### src/rtl/if_fetch_unit.sv
// if_fetch_unit: instruction-fetch stage feeding the IF/ID register.
// Keeps the PC and issues one request at a time over req/gnt/rvalid.
// Each fetched word goes out with its PC+PC_STEP. A one-entry skid buffer
// absorbs a response that arrives while downstream stalls, and redirects
// from later stages flush the stage.
// Optional macro FETCH_ALIGN_CHECK_EN adds the fetch_misalign output and
// turns a misaligned redirect into a NOP instead of a memory request.
module if_fetch_unit #(
    parameter logic [31:0] RESET_PC = 32'h0000_3000,
    parameter logic [31:0] PC_STEP  = 32'd4
) (
    input  logic        clk,
    input  logic        rst,
    input  logic        stall,
    input  logic        redirect,
    input  logic [31:0] redirect_pc,
    output logic        imem_req,
    output logic [31:0] imem_addr,
    input  logic        imem_gnt,
    input  logic        imem_rvalid,
    input  logic [31:0] imem_rdata,
    output logic [31:0] IRout,
    output logic [31:0] NPC1out,
    output logic        if_valid,
    output logic [31:0] pc_out
`ifdef FETCH_ALIGN_CHECK_EN
    ,
    output logic        fetch_misalign
`endif
);

    typedef enum logic [1:0] {S_REQ, S_WAIT, S_HOLD, S_DROP} state_e;

    state_e      state_q, state_d;
    logic [31:0] pc_q, pc_d;
    logic [31:0] skid_q, skid_d;
    logic [31:0] ir_q, ir_d;
    logic [31:0] npc1_q, npc1_d;
    logic        vld_q, vld_d;
    logic        mis_q, mis_d;
    logic [31:0] pc_next;

    assign pc_next = pc_q + PC_STEP;  // wraps modulo 2^32

    // Request is decoded from state. It is gated by rst so that no request
    // is issued during the reset cycle.
    assign imem_req  = (state_q == S_REQ) && !rst;
    assign imem_addr = pc_q;
    assign pc_out    = pc_q;
    assign IRout     = ir_q;
    assign NPC1out   = npc1_q;
    assign if_valid  = vld_q;
`ifdef FETCH_ALIGN_CHECK_EN
    assign fetch_misalign = mis_q;
`endif

    // Next-state, PC, skid and output-register computation
    always_comb begin
        state_d = state_q;
        pc_d    = pc_q;
        skid_d  = skid_q;
        ir_d    = ir_q;
        npc1_d  = npc1_q;
        vld_d   = stall ? vld_q : 1'b0;  // bubble unless something loads
        mis_d   = mis_q;
        if (redirect) begin
            pc_d   = redirect_pc;
            vld_d  = 1'b0;
            skid_d = '0;
            unique case (state_q)
                S_REQ:  state_d = imem_gnt ? S_DROP : S_REQ;
                S_WAIT: state_d = imem_rvalid ? S_REQ : S_DROP;
                S_HOLD: state_d = S_REQ;
                // A response that lands in the same cycle is the stale one
                // DROP was waiting for, so nothing is outstanding afterwards.
                S_DROP: state_d = imem_rvalid ? S_REQ : S_DROP;
                default: state_d = S_REQ;
            endcase
`ifdef FETCH_ALIGN_CHECK_EN
            // Misaligned target: present a NOP through the skid path and
            // never put the bad address on the memory port.
            if (redirect_pc[1:0] != 2'b00) begin
                state_d = S_HOLD;
                skid_d  = '0;
                mis_d   = 1'b1;
            end
`endif
        end else begin
            unique case (state_q)
                S_REQ: if (imem_gnt) state_d = S_WAIT;
                S_WAIT: begin
                    if (imem_rvalid) begin
                        if (!stall) begin
                            ir_d    = imem_rdata;
                            npc1_d  = pc_next;
                            vld_d   = 1'b1;
                            pc_d    = pc_next;
                            state_d = S_REQ;
                        end else begin
                            skid_d  = imem_rdata;
                            state_d = S_HOLD;
                        end
                    end
                end
                S_HOLD: begin
                    if (!stall) begin
                        ir_d    = skid_q;
                        npc1_d  = pc_next;
                        vld_d   = 1'b1;
                        pc_d    = pc_next;
                        state_d = S_REQ;
                    end
                end
                S_DROP: if (imem_rvalid) state_d = S_REQ;
                default: state_d = S_REQ;
            endcase
        end
    end

    // State registers with synchronous reset
    always_ff @(posedge clk) begin
        if (rst) begin
            state_q <= S_REQ;
            pc_q    <= RESET_PC;
            skid_q  <= '0;
            ir_q    <= '0;
            npc1_q  <= '0;
            vld_q   <= 1'b0;
            mis_q   <= 1'b0;
        end else begin
            state_q <= state_d;
            pc_q    <= pc_d;
            skid_q  <= skid_d;
            ir_q    <= ir_d;
            npc1_q  <= npc1_d;
            vld_q   <= vld_d;
            mis_q   <= mis_d;
        end
    end

`ifndef FETCH_ALIGN_CHECK_EN
    logic unused_mis;
    assign unused_mis = mis_q;
`endif

endmodule

### config.mk
export PLATFORM = sky130hd
export DESIGN_NAME = if_fetch_unit
export DESIGN_NICKNAME = d
export VERILOG_FILES = /design/src/rtl/if_fetch_unit.sv
export SDC_FILE = /design/constraint.sdc
export NUM_CORES = 1
export LEC_CHECK = 0
export ABC_AREA = 1
export CORE_MARGIN = 5
export CORE_UTILIZATION = 43
export CTS_BUF_LIST = sky130_fd_sc_hd__clkbuf_4 sky130_fd_sc_hd__clkbuf_8
export CTS_CLUSTER_DIAMETER = 50
export DETAILED_ROUTE_END_ITERATION = 8
export MAX_ROUTING_LAYER = met4
export PLACE_DENSITY = 0.81
export SETUP_SLACK_MARGIN = 0.2
export SLEW_MARGIN = 25
export SYNTH_ARGS = -nofsm -noshare
export SYNTH_HDL_FRONTEND = slang
export SYNTH_SLANG_ARGS = --single-unit
### constraint.sdc
create_clock -name clk -period 1.8 [get_ports clk]
set_input_delay 0.18 -clock clk [delete_from_list [all_inputs] [get_ports clk]]
set_output_delay 0.18 -clock clk [all_outputs]
set_load 0.02 [all_outputs]
## After elaboration in Yosys (flattened, before gate mapping)

Index checks and enable logic that the tools add are counted.

| cells by class | value |
|---|---|
| muxes and demuxes | 25 |
| equal/unequal tests | 10 |
| bitwise logic cells | 1 |
| add/sub/neg operators | 1 |
| reductions and logical operators | 12 |

Operators with widths:

| kind | number |
|---|---|
| 32-bit 2-to-1 mux | 8 |
| 32-bit case mux with 2 select lines | 3 |
| 32-bit by 3-bit adder with 32-bit output (second input constant) | 1 |
| 2-bit 2-to-1 mux | 8 |
| 3-bit != test (second input constant) | 4 |
| 2-bit case mux with 4 select lines | 1 |
| 2-bit != test (second input constant) | 3 |
| 2-bit case mux with 3 select lines | 1 |
| 3-bit AND reduction | 2 |
| 5-bit AND reduction | 1 |
| 2-bit == test (second input constant) | 2 |
| 4-bit AND reduction | 1 |
| 2-bit OR reduction | 2 |
| 1-bit 2-to-1 mux | 3 |
| 3-bit nonzero test | 1 |
| 2-bit by 1-bit == test with 1-bit output (second input constant) | 1 |
| 2-bit zero test | 1 |
| 1-bit case mux with 2 select lines | 1 |
| 2-bit AND reduction | 1 |
| 2-bit nonzero test | 1 |
| 1-bit logical AND | 1 |
| 1-bit zero test | 1 |
| 1-bit inverter | 1 |

| word-level totals | value |
|---|---|
| register bits after elaboration | 131 |
| word-level logic and storage cells | 55 |
| output and inout bits | 130 |
| bits of input ports | 70 |

## Longest topological paths before layout

Gate-level depths: netlist of run 1.

| logic depth | value |
|---|---|
| depth after elaboration | 5 |
| mapped depth | 13 |
| depth with buffers taken out | 11 |

## Worst setup path before layout of run 1

No wires, ideal clock.

| timing | value |
|---|---|
| kind | reg-to-reg |
| start | register pc_q[3], in the netlist imem_addr[3] |
| end | register npc1_q[20], in the netlist NPC1out[20] |
| path buffers | 0 |
| cell stages (with the launch flop) | 11 |
| arrival time | 1,479 ps |
| slack | 188 ps |
| library setup time | 132 ps |
| cell sequence | dfxtp_1 > ha_1 > nand2_1 > nor2_4 > nand2_4 > nor2_4 > nand2_1 > nand2_1 > nand2_1 > nand2_1 > a21oi_1 |

| between the ends | value |
|---|---|
| cells in the longest elaborated chain, start to end | 4 |

Ends and longest elaborated chain:

| item | RTL line | text |
|---|---|---|
| start, declared | 35 | `logic [31:0] pc_q, pc_d;` |
| start signal, assigned | 132 | `pc_q <= pc_d;` |
| 32-bit by 3-bit adder with 32-bit output * | 43 | `assign pc_next = pc_q + PC_STEP;` |
| 32-bit 2-to-1 mux * | 93, 106 |  |
| 32-bit 2-to-1 mux | 92 | `if (imem_rvalid) begin` |
| 32-bit case mux with 2 select lines * | 89 | `unique case (state_q)` |
| end signal, assigned | 135 | `npc1_q <= npc1_d;` |
| end, declared | 38 | `logic [31:0] npc1_q, npc1_d;` |

Every way passes the cells marked *; elsewhere a longest branch is shown, timed or not. The select of a mux whose other input is x is not followed.
A chain may end at the register's enable or synchronous reset.

## Worst setup path in the final report of run 1

| timing | value |
|---|---|
| start | register state_q[0] |
| end | register ir_q[0], in the netlist IRout[0] |

| between the ends | value |
|---|---|
| cells in the longest elaborated chain, start to end | 3 |

Ends and longest elaborated chain:

| item | RTL line | text |
|---|---|---|
| start, declared | 34 | `state_e state_q, state_d;` |
| start signal, assigned | 131 | `state_q <= state_d;` |
| 2-bit by 1-bit == test with 1-bit output / 2-bit == test (equally long branches) | 89 |  |
| 2-bit != test (no line) / 2-bit nonzero test (equally long branches) | n/a |  |
| 5-bit AND reduction (no line) | n/a |  |
| end signal, assigned | 134 | `ir_q <= ir_d;` |
| end, declared | 37 | `logic [31:0] ir_q, ir_d;` |

Parallel ways exist; a longest one is shown, timed or not.

==> results of run 1 <==
[flip-flops by register name, indices dropped and copies added (netlist names)]
register	count
skid_q	32
imem_addr	32
if_valid	1
NPC1out	32
state_q	2
IRout	32
[report_power, final]
part | leakage [nW] | switching, mW | internal, mW
registers | 1.07 | 0.221 | 3.13
clock network | 0.214 | 1.26 | 1.44
logic | 3.35 | 1.40 | 1.18
total | 4.63 | 2.88 | 5.75
[worst max path at each step]
stage | startpoint | endpoint | cells past startpoint | slack (ns)
final | state_q[0] | IRout[0] | 11 | -0.01
after global routing | state_q[0] | NPC1out[11] | 13 | -0.08
after CTS | state_q[0] | IRout[10] | 11 | 0.02
after detailed placement | state_q[0] | imem_addr[5] | 11 | 0.09
after global placement | redirect | IRout[30] | 7 | 0.16
after floorplan | state_q[0] | imem_addr[10] | 11 | 0.21
[what timing repair did]
item,in CTS,in global routing
cloned,10,3
endpoints found under the setup margin,222,145
pin swaps,48,29
setup buffers,20,4
resized for setup,298,75
[worst max-delay path, cell delays in order, from the launching register on]
cell and delay [ns]:
dfxtp_4 0.37, inv_4 0.04, buf_12 0.11, ha_4 0.16
buf_6 0.12, o21ai_2 0.10, nand4_1 0.16, inv_4 0.17
buf_6 0.14, clkbuf_16 0.14, o21ai_1 0.05, a31oi_1 0.16
[cell usage in the layout (no fill, tap or decap), types with 25 or more instances in the layout]
cell             netlist  routed
a21oi_2                1      40
dlygate4sd2_1          0     115
o21ai_0               69      42
nor2_1                93      91
inv_1                 57      53
dfxtp_1              131     125
clkdlybuf4s50_1        0      68
nand2_1              246     223
o21ai_2                1      25
a31oi_1               39      39
[cell families (layout without fill, tap and decap cells)]
kind of cell | count (synthesis) | in the layout | share of synthesized area
fa+ha+maj | 6 | 6 | 0.0122
xor+xnor | 7 | 7 | 0.00993
buf+inv | 143 | 358 | 0.113
flops | 131 | 131 | 0.425
compound gates | 191 | 191 | 0.166
simple gates | 403 | 403 | 0.274
[synth_stat cells (5+ instances only)]
cell,n
nor2_2,5
nand3_1,36
nor2_1,93
ha_1,6
o21ai_1,16
nand2_1,246
buf_4,37
clkbuf_1,27
nand2_2,5
inv_2,6
o21ai_0,69
a21oi_1,59
a31oi_1,39
dfxtp_1,131
nor2_4,9
inv_1,57
xor2_1,7
buf_2,13
[per-layer routing]
metal	GRT usage	vias to the layer above
met3	0.0639	82
met1	0.308	3345
met4	0.121	0
li1	-	3231
met5	-	-
met2	0.454	433
[stage by stage]
stage	worst slack, ns	TNS [ns]	instance area (um2)	hold slack (ns)
CTS	0.0215	0	9690	0.0677
global placement	0.164	0	8230	0.449
floorplan	0.213	0	6180	0.315
finish	-0.0116	-0.0459	10000	0.0852
global route	-0.0820	-2.62	10000	0.0985
detailed placement	0.0854	0	8230	0.452
[layout make-up]
| class | count | area, um2 |
|---|---|---|
| timing repair buffer | 262 | 2840 |
| tap | 180 | 225 |
| sequential | 131 | 2640 |
| fill | 1011 | 3990 |
| clock buffer | 20 | 263 |
| multi-input combinational | 607 | 3620 |
| inverter | 64 | 260 |
| clock inverter | 12 | 156 |
==> flow_metrics.py, run 1 <==
metrics = {
    "status": {
        "status": "finished, violations left",
        "violations": "negative setup slack",
    },
    "critical_path": {
        "r2r-start": "state_q[0]",
        "cp_max_fo": 6,
        "r2r_end": "IRout[0]",
        "r2r_cells": 11,
        "cp-end-kind": "flop",
        "cp_data_required_time_ns": 2.19,
        "crit_path_start_kind": "flop",
        "r2r_slack_ns": -0.01,
        "cp_data_arrival_time_ns": 2.20,
        "critPathKind": "reg2reg",
    },
    "power_and_ir_drop": {
        "finalPower_mw": 8.63,
        "power.leakage_nw": 4.63,
        "powerDensity_nw_per_um2": 863,
        "peakVddDrop_mv": 0.550,
    },
    "floorplanning": {
        "die_y_um": 130,
        "die_area_um2": 16900,
        "initial_core_util": 0.442,
        "num_rows": 43,
        "dieWidth_um": 130,
        "core_area_um2": 14000,
        "boundaryPins": 200,
    },
    "sta": {
        "final-max-slew-violation-count": 0,
        "fmax_mhz": 552,
        "tightest_slew_ns": 0.737,
        "finalHoldViolations": 0,
        "setup_viol": 7,
        "worst_slack_ns": -0.0116,
        "layout_min_cycle_time_ns": 1.81,
        "fin_skew_ns": 0.0111,
        "fin_crit_sh": 1.01,
        "rsz0062_at_grt": "true",
        "slew_headroom": 0.509,
    },
    "global_route": {
        "grt_overflow_total": 0,
        "antenna_found_initial": 0,
        "grtUsageTotal": 0.271,
        "grt_max_degree": 48,
        "grt_pass1_vias": 6931,
        "grt_pass1_wl_um": 35000,
    },
    "detailed_routing": {
        "routed_wirelength_um": 23600,
        "drc": 0,
        "drt_iter0_markers": 714,
        "drt-pass1-iter-count": 5,
        "met1Wirelength_um": 8800,
        "ant_nets": 0,
        "met2_length_um": 11600,
        "topRoutingLayerUsed": "met4",
        "via_per_inst": 5.56,
        "dr_wl_met3_um": 2200,
        "drt-wirelength-per-cell_um": 18.5,
        "vias": 7091,
    },
    "clocking": {
        "cts-htree-levels": 4,
        "clk_pin_slew_ns": 0.08,
        "clock_latency_ns": 0.46,
        "clock-root-buffer": "clkbuf_8",
        "cts_tree": "done",
        "ctsHoldBuffers": 0,
        "cts_buffer_depth": 2,
        "numCtsBuffers": 17,
        "clkSinkCount": 131,
    },
    "min_path": {
        "min_path_type": "in2reg",
        "hold_depth": 2,
        "hold_start": "rst",
        "holdPathEnd": "NPC1out[4]",
    },
    "synthesis": {
        "syn_area_per_cell_um2": 7.01,
        "synth-seq-cells": 131,
        "synth-edff-count": 0,
        "yosysWarnings": 0,
        "synthesis.area_um2": 6180,
        "yosys.area.top_type": "dfxtp_1",
        "synth_nets": 957,
        "netlist_instances": 881,
        "yosysTopAreaCellShare": 0.425,
        "synth-main-ff-cell": "dfxtp_1",
        "yosysSeqAreaShare": 0.425,
        "async_flop_share": 0,
        "synth.distinct_cells": 32,
        "yosys-top-cells-area": "dfxtp_1 (42%), nand2_1 (15%), nor2_1 (5.7%), o21ai_0 (5.6%), a21oi_1 (4.8%)",
    },
    "place": {
        "place_inst": 1207,
        "gp_congestion": 0.857,
        "dpl.hpwl_um": 12900,
        "portBuffers": 199,
    },
    "flow_run": {
        "cap_violations": 0,
    },
    "layout": {
        "layout-area-overhead-vs-synth_pct": 61.9,
        "post-route-util": 0.715,
        "layoutNonFillerInstCount": 1276,
        "finalNetCount": 1159,
        "drive_gt1_frac": 0.234,
        "n_antenna_cell": 0,
    },
}
(Power assumes the default switching activity.)
==> inputs of run 2 (changes only) <==
--- a/config.mk
+++ b/config.mk
@@ -11,7 +11,6 @@
 export CTS_BUF_LIST = sky130_fd_sc_hd__clkbuf_4 sky130_fd_sc_hd__clkbuf_8
 export CTS_CLUSTER_DIAMETER = 50
 export DETAILED_ROUTE_END_ITERATION = 8
-export MAX_ROUTING_LAYER = met4
 export PLACE_DENSITY = 0.81
 export SETUP_SLACK_MARGIN = 0.2
 export SLEW_MARGIN = 25
==> run 2 against run 1 <==
- fmax fell by 0.74%
- largest power group unchanged
- the flow still finishes with violations (negative setup slack)
- first-iteration DRC count fell by 2.5%
- die area did not move
- non-clock buffer count fell by 2
- sequential power barely moved
- via count fell by 0.68%
- core utilization fell by 0.21 points
- largest cell class unchanged
==> flow_metrics.py, run 2 (synthesis results as in run 1) <==
metrics = {
    "status": {
        "status": "finished, violations left",
        "violations": "negative setup slack",
    },
    "detailed_routing": {
        "drt-pass1-iter-count": 6,
        "ant_nets": 0,
        "drt_iter0_markers": 696,
        "drt-wirelength-per-cell_um": 18.5,
        "via_per_inst": 5.53,
        "drc": 0,
        "vias": 7043,
        "routed_wirelength_um": 23500,
    },
    "clocking": {
        "cts_tree": "done",
        "clk_pin_slew_ns": 0.08,
        "clock_latency_ns": 0.46,
        "numCtsBuffers": 17,
        "clock-root-buffer": "clkbuf_8",
        "clkSinkCount": 131,
        "cts_buffer_depth": 2,
        "cts-htree-levels": 4,
        "ctsHoldBuffers": 0,
    },
    "critical_path": {
        "cp_max_fo": 6,
        "slowest_stage": "dfxtp_1",
        "cp_top_family": "simple AND/OR/NAND/NOR gates",
        "crit_top_cell": "nand2_1",
        "cp_data_arrival_time_ns": 2.15,
        "critPathKind": "reg2reg",
        "cp_data_required_time_ns": 2.12,
        "max_stage_delay_ns": 0.47,
        "cp-end-kind": "flop",
        "crit_buf_inv": 0,
        "crit_chain": "nand2_1 -> nor2_1 -> nand2_1 -> nor2_2 -> nand2_1 -> nand2_1 -> nand2_1 -> nand2_8 -> a21oi_2",
        "crit_path_start_kind": "flop",
    },
    "global_route": {
        "grt_pass1_wl_um": 35100,
        "use_met3": 0.0725,
        "grtUsageMet2": 0.452,
        "use_met1": 0.305,
        "grt_pass1_vias": 6928,
        "grt_max_degree": 48,
        "grtUsageTotal": 0.263,
        "antenna_found_initial": 0,
        "globalRoute.busiestLayer": "met2",
        "grt_overflow_total": 0,
    },
    "floorplanning": {
        "dieWidth_um": 130,
        "die_area_um2": 16900,
        "die_y_um": 130,
        "core_area_um2": 14000,
        "initial_core_util": 0.442,
        "boundaryPins": 200,
        "num_rows": 43,
    },
    "sta": {
        "fin_skew_ns": 0.00872,
        "slew_headroom": 0.520,
        "tightest_slew_ns": 0.721,
        "fmax_mhz": 548,
        "finalHoldViolations": 0,
        "layout_min_cycle_time_ns": 1.83,
        "worst_slack_ns": -0.0252,
        "setup_viol": 5,
        "rsz0062_at_grt": "true",
        "final-max-slew-violation-count": 0,
        "fin_crit_sh": 1.01,
    },
    "layout": {
        "final_common_cell": "nand2_1",
        "layout-area-overhead-vs-synth_pct": 61.4,
        "n_fill_cell": 1022,
        "n_antenna_cell": 0,
        "post-route-util": 0.713,
        "finalNetCount": 1157,
        "drive_gt1_frac": 0.235,
        "mostFrequentLayoutCells": "nand2_1 (222), dfxtp_1 (125), dlygate4sd2_1 (115)",
    },
    "power_and_ir_drop": {
        "finalPower_mw": 8.61,
        "powerDensity_nw_per_um2": 863,
        "peakVddDrop_mv": 0.549,
        "power.leakage_nw": 4.61,
    },
    "place": {
        "gp_congestion": 0.844,
        "dpl.hpwl_um": 12900,
        "portBuffers": 199,
    },
    "flow_run": {
        "cap_violations": 0,
    },
    "min_path": {
        "min_path_type": "in2reg",
    },
}
-- run 2: cell count changes in the layout (fill, tap and decap cells not counted) --
cell,before,now
nand2_4,15,17
nand2_8,4,3
buf_4,24,23
a21oi_2,40,41
o21ai_1,17,15
clkbuf_16,3,2
o21ai_0,42,44
nand2_1,223,222
a21oi_1,20,19
-- run 2: what timing repair did --
action,in CTS,in global routing
buffers inserted,20,3
gates cloned,10,2
pin swaps,48,26
gates resized for setup,298,75
setup endpoints to repair,222,145
-- run 2: final timing paths --
check | from | end | slack, ns | cells past startpoint
setup reg to reg | imem_addr[19] | imem_addr[29] | -0.03 | 9
setup / recovery | imem_addr[19] | imem_addr[29] | -0.03 | 9
hold reg to reg | NPC1out[16] | NPC1out[16] | 0.46 | 2
hold / removal | rst | NPC1out[4] | 0.10 | 2
-- run 2: cell type report --
cell class              count  area [um2]  share of cell area
multi-input cells         607        3630               0.364
repair buffers            260        2800               0.281
flip-flops and latches    131        2640               0.265
clock buffers              20         263              0.0264
inverters                  64         260              0.0261
well taps                 180         225              0.0226
clock inverters            12         156              0.0157
-- run 2: per-layer routing --
| metal | vias up | wire, um |
|---|---|---|
| met4 | 0 | 1000 |
| met2 | 442 | 11600 |
| met1 | 3286 | 8690 |
| met5 | - | 0 |
| met3 | 90 | 2270 |
| li1 | 3225 | - |
-- run 2: metrics by stage --
| stage | hold slack (ns) | setup TNS (ns) | instance area (um2) | setup slack, ns | std cells |
|---|---|---|---|---|---|
| 2_1_floorplan | 0.315 | 0 | 6180 | 0.213 | 881 |
| 3_3_place_gp | 0.449 | 0 | 8230 | 0.164 | 1207 |
| 3_5_place_dp | 0.452 | 0 | 8230 | 0.0854 | 1207 |
| 4_1_cts | 0.0677 | 0 | 9690 | 0.0215 | 1269 |
| 5_1_grt | 0.108 | -2.68 | 9970 | -0.115 | 1274 |
| 6_report | 0.101 | -0.0650 | 9970 | -0.0252 | 1274 |
-- run 2: report_power, final --
part | internal (mW) | switching [mW] | leakage (nW)
sequential | 3.13 | 0.224 | 1.07
clock | 1.44 | 1.26 | 0.214
combinational | 1.17 | 1.39 | 3.33
total | 5.74 | 2.87 | 4.61
-- run 2: worst reg2reg max path: stages, from the launching register on --
cell	delay (ns)
dfxtp_1	0.47
nand2_1	0.14
nor2_1	0.22
nand2_1	0.14
nor2_2	0.26
nand2_1	0.09
nand2_1	0.07
nand2_1	0.13
nand2_8	0.11
a21oi_2	0.06
==> inputs of run 3 (changes only) <==
--- a/config.mk
+++ b/config.mk
@@ -11,7 +11,7 @@
 export CTS_BUF_LIST = sky130_fd_sc_hd__clkbuf_4 sky130_fd_sc_hd__clkbuf_8
 export CTS_CLUSTER_DIAMETER = 50
 export DETAILED_ROUTE_END_ITERATION = 8
-export PLACE_DENSITY = 0.81
+export PLACE_DENSITY = 0.84
 export SETUP_SLACK_MARGIN = 0.2
 export SLEW_MARGIN = 25
 export SYNTH_ARGS = -nofsm -noshare
==> constraint.sdc (replaced) <==
create_clock -name clk -period 1.6 [get_ports clk]
set_input_delay 0.16 -clock clk [delete_from_list [all_inputs] [get_ports clk]]
set_output_delay 0.16 -clock clk [all_outputs]
set_load 0.02 [all_outputs]
==> run 3 against run 2 <==
- the flow still finishes with violations (negative setup slack)
- register-to-register slack got worse by 0.09 ns
- die area stayed put
- first-iteration DRC count shrank 3.2%
- hold slack better by 0.18 ns
- combinational power shrank 2%
- clock skew about the same
- critical path depth is 1 higher
- count of clock-buffer cells in the layout increased by 1
- sequential share of layout area rose by 1.9 points
- critical path type unchanged
- highest routed layer unchanged
==> flow_metrics.py, run 3 (synthesis results as in run 1) <==
metrics = {
    "sta": {
        "finalHoldViolations": 0,
        "tightest_slew_ns": 0.673,
        "setup_viol": 49,
        "holdWs_ns": 0.282,
        "final-max-slew-violation-count": 0,
        "worst_slack_ns": -0.119,
        "fin_skew_ns": 0.00890,
        "fmax_mhz": 582,
        "layout_min_cycle_time_ns": 1.72,
        "rsz0062_at_grt": "true",
        "fin_crit_sh": 1.07,
        "fin_setup_tns_ns": -1.61,
        "slew_headroom": 0.552,
    },
    "critical_path": {
        "cp_data_required_time_ns": 1.95,
        "slowest_stage": "dfxtp_4",
        "cp_max_fo": 6,
        "max_stage_delay_ns": 0.37,
        "critPathKind": "reg2reg",
        "crit_chain": "buf_6 -> ha_4 -> inv_4 -> o21ai_2 -> nand2_2 -> nor2_4 -> buf_12 -> buf_8 -> nand3_2 -> a21oi_1",
        "cp-end-kind": "flop",
        "crit_path_start_kind": "flop",
        "r2r_slack_ns": -0.12,
        "cp_data_arrival_time_ns": 2.07,
    },
    "power_and_ir_drop": {
        "finalPower_mw": 9.40,
        "power.leakage_nw": 4.17,
        "powerDensity_nw_per_um2": 999,
        "peakVddDrop_mv": 0.627,
    },
    "detailed_routing": {
        "drt_iter0_markers": 674,
        "drt-wirelength-per-cell_um": 16.4,
        "ant_nets": 0,
        "met2_length_um": 10500,
        "drc": 0,
        "vias": 6731,
        "topRoutingLayerUsed": "met4",
        "drt-pass1-iter-count": 6,
        "via_per_inst": 5.23,
        "routed_wirelength_um": 21200,
        "met1Wirelength_um": 8030,
        "dr_wl_met3_um": 1820,
    },
    "floorplanning": {
        "die_y_um": 130,
        "core_area_um2": 14000,
        "dieWidth_um": 130,
        "initial_core_util": 0.442,
        "num_rows": 43,
        "boundaryPins": 200,
        "die_area_um2": 16900,
    },
    "clocking": {
        "cts-htree-levels": 4,
        "cts_tree": "done",
        "clock-root-buffer": "clkbuf_8",
        "clock_latency_ns": 0.45,
        "cts_buffer_depth": 2,
        "clk_pin_slew_ns": 0.08,
        "numCtsBuffers": 17,
        "clkSinkCount": 131,
    },
    "place": {
        "portBuffers": 199,
        "gp_congestion": 0.889,
        "place_worst_setup_slack_ns": -0.0960,
        "dpl.hpwl_um": 13600,
        "place_inst": 1234,
        "placed_area_um2": 8530,
    },
    "layout": {
        "layout-area-overhead-vs-synth_pct": 52.4,
        "post-route-util": 0.673,
        "layoutNonFillerInstCount": 1286,
        "n_fill_cell": 1133,
        "drive_gt1_frac": 0.259,
        "n_antenna_cell": 0,
        "mostFrequentLayoutCells": "nand2_1 (237), dfxtp_1 (103), nor2_1 (85)",
        "final_common_cell": "nand2_1",
        "final_area_um2": 9410,
        "finalNetCount": 1169,
    },
    "global_route": {
        "grt_overflow_total": 0,
        "grt_pass1_vias": 6177,
        "grtUsageTotal": 0.225,
        "grt_max_degree": 56,
        "antenna_found_initial": 0,
        "grt_pass1_wl_um": 30400,
    },
    "status": {
        "violations": "negative setup slack",
        "status": "finished, violations left",
    },
    "flow_run": {
        "cap_violations": 0,
    },
    "min_path": {
        "min_path_type": "in2reg",
    },
}
-- run 3: cell count changes in the layout (fill, tap and decap cells not counted), sizes merged, moves of 2 or more --
| cell | before | now |
|---|---|---|
| clkinv | 7 | 1 |
| clkbuf | 22 | 34 |
| inv | 65 | 67 |
| clkdlybuf4s15 | 1 | 34 |
| dlymetal6s2s | 13 | 0 |
| dlygate4sd2 | 115 | 65 |
| buf | 61 | 91 |
| clkinvlp | 1 | 3 |
-- run 3: power by group --
part | total [mW] | internal [mW] | switching (mW)
Clock | 3.19 | 1.83 | 1.36
Combinational | 2.49 | 1.11 | 1.38
Sequential | 3.73 | 3.53 | 0.200
-- run 3: area by class of cell --
| type | instances | area [um2] | area share |
|---|---|---|---|
| Clock buffer | 21 | 277 | 0.0294 |
| Clock inverter | 11 | 174 | 0.0185 |
| Inverter | 64 | 255 | 0.0271 |
| Multi-Input combinational cell | 607 | 3160 | 0.335 |
| Sequential cell | 131 | 2670 | 0.284 |
| Tap cell | 180 | 225 | 0.0239 |
| Timing Repair Buffer | 272 | 2660 | 0.282 |
-- run 3: final timing paths --
| path | from | endpoint | depth (start not counted) |
|---|---|---|---|
| setup / recovery | state_q[1] | imem_addr[16] | 10 |
| hold / removal | redirect_pc[3] | imem_addr[3] | 3 |
| setup reg to reg | state_q[1] | imem_addr[16] | 10 |
| hold reg to reg | NPC1out[29] | NPC1out[29] | 2 |
-- run 3: routing by layer --
layer  global-route usage  vias to the layer above
met1                0.263                     3072
met2                0.398                      346
li1                     -                     3245
met4               0.0789                        0
met3               0.0610                       68
met5                    0                        -
-- run 3: timing repair --
item,4_1_cts,5_1_grt
hold endpoints to repair,3,0
setup endpoints to repair,257,182
hold buffers,1,0
gates resized for setup,268,131
setup buffers,4,8
gates cloned,2,5
pin swaps,8,13
-- run 3: critical path: cells and delay by family, from the launching register on --
family	cells	cell delay, ns
adder cells (fa/ha/maj)	1	0.14
AND/OR/NAND/NOR	3	0.34
buffers and inverters	4	0.43
flip-flops	1	0.37
AO/OA/AOI/OAI	2	0.33
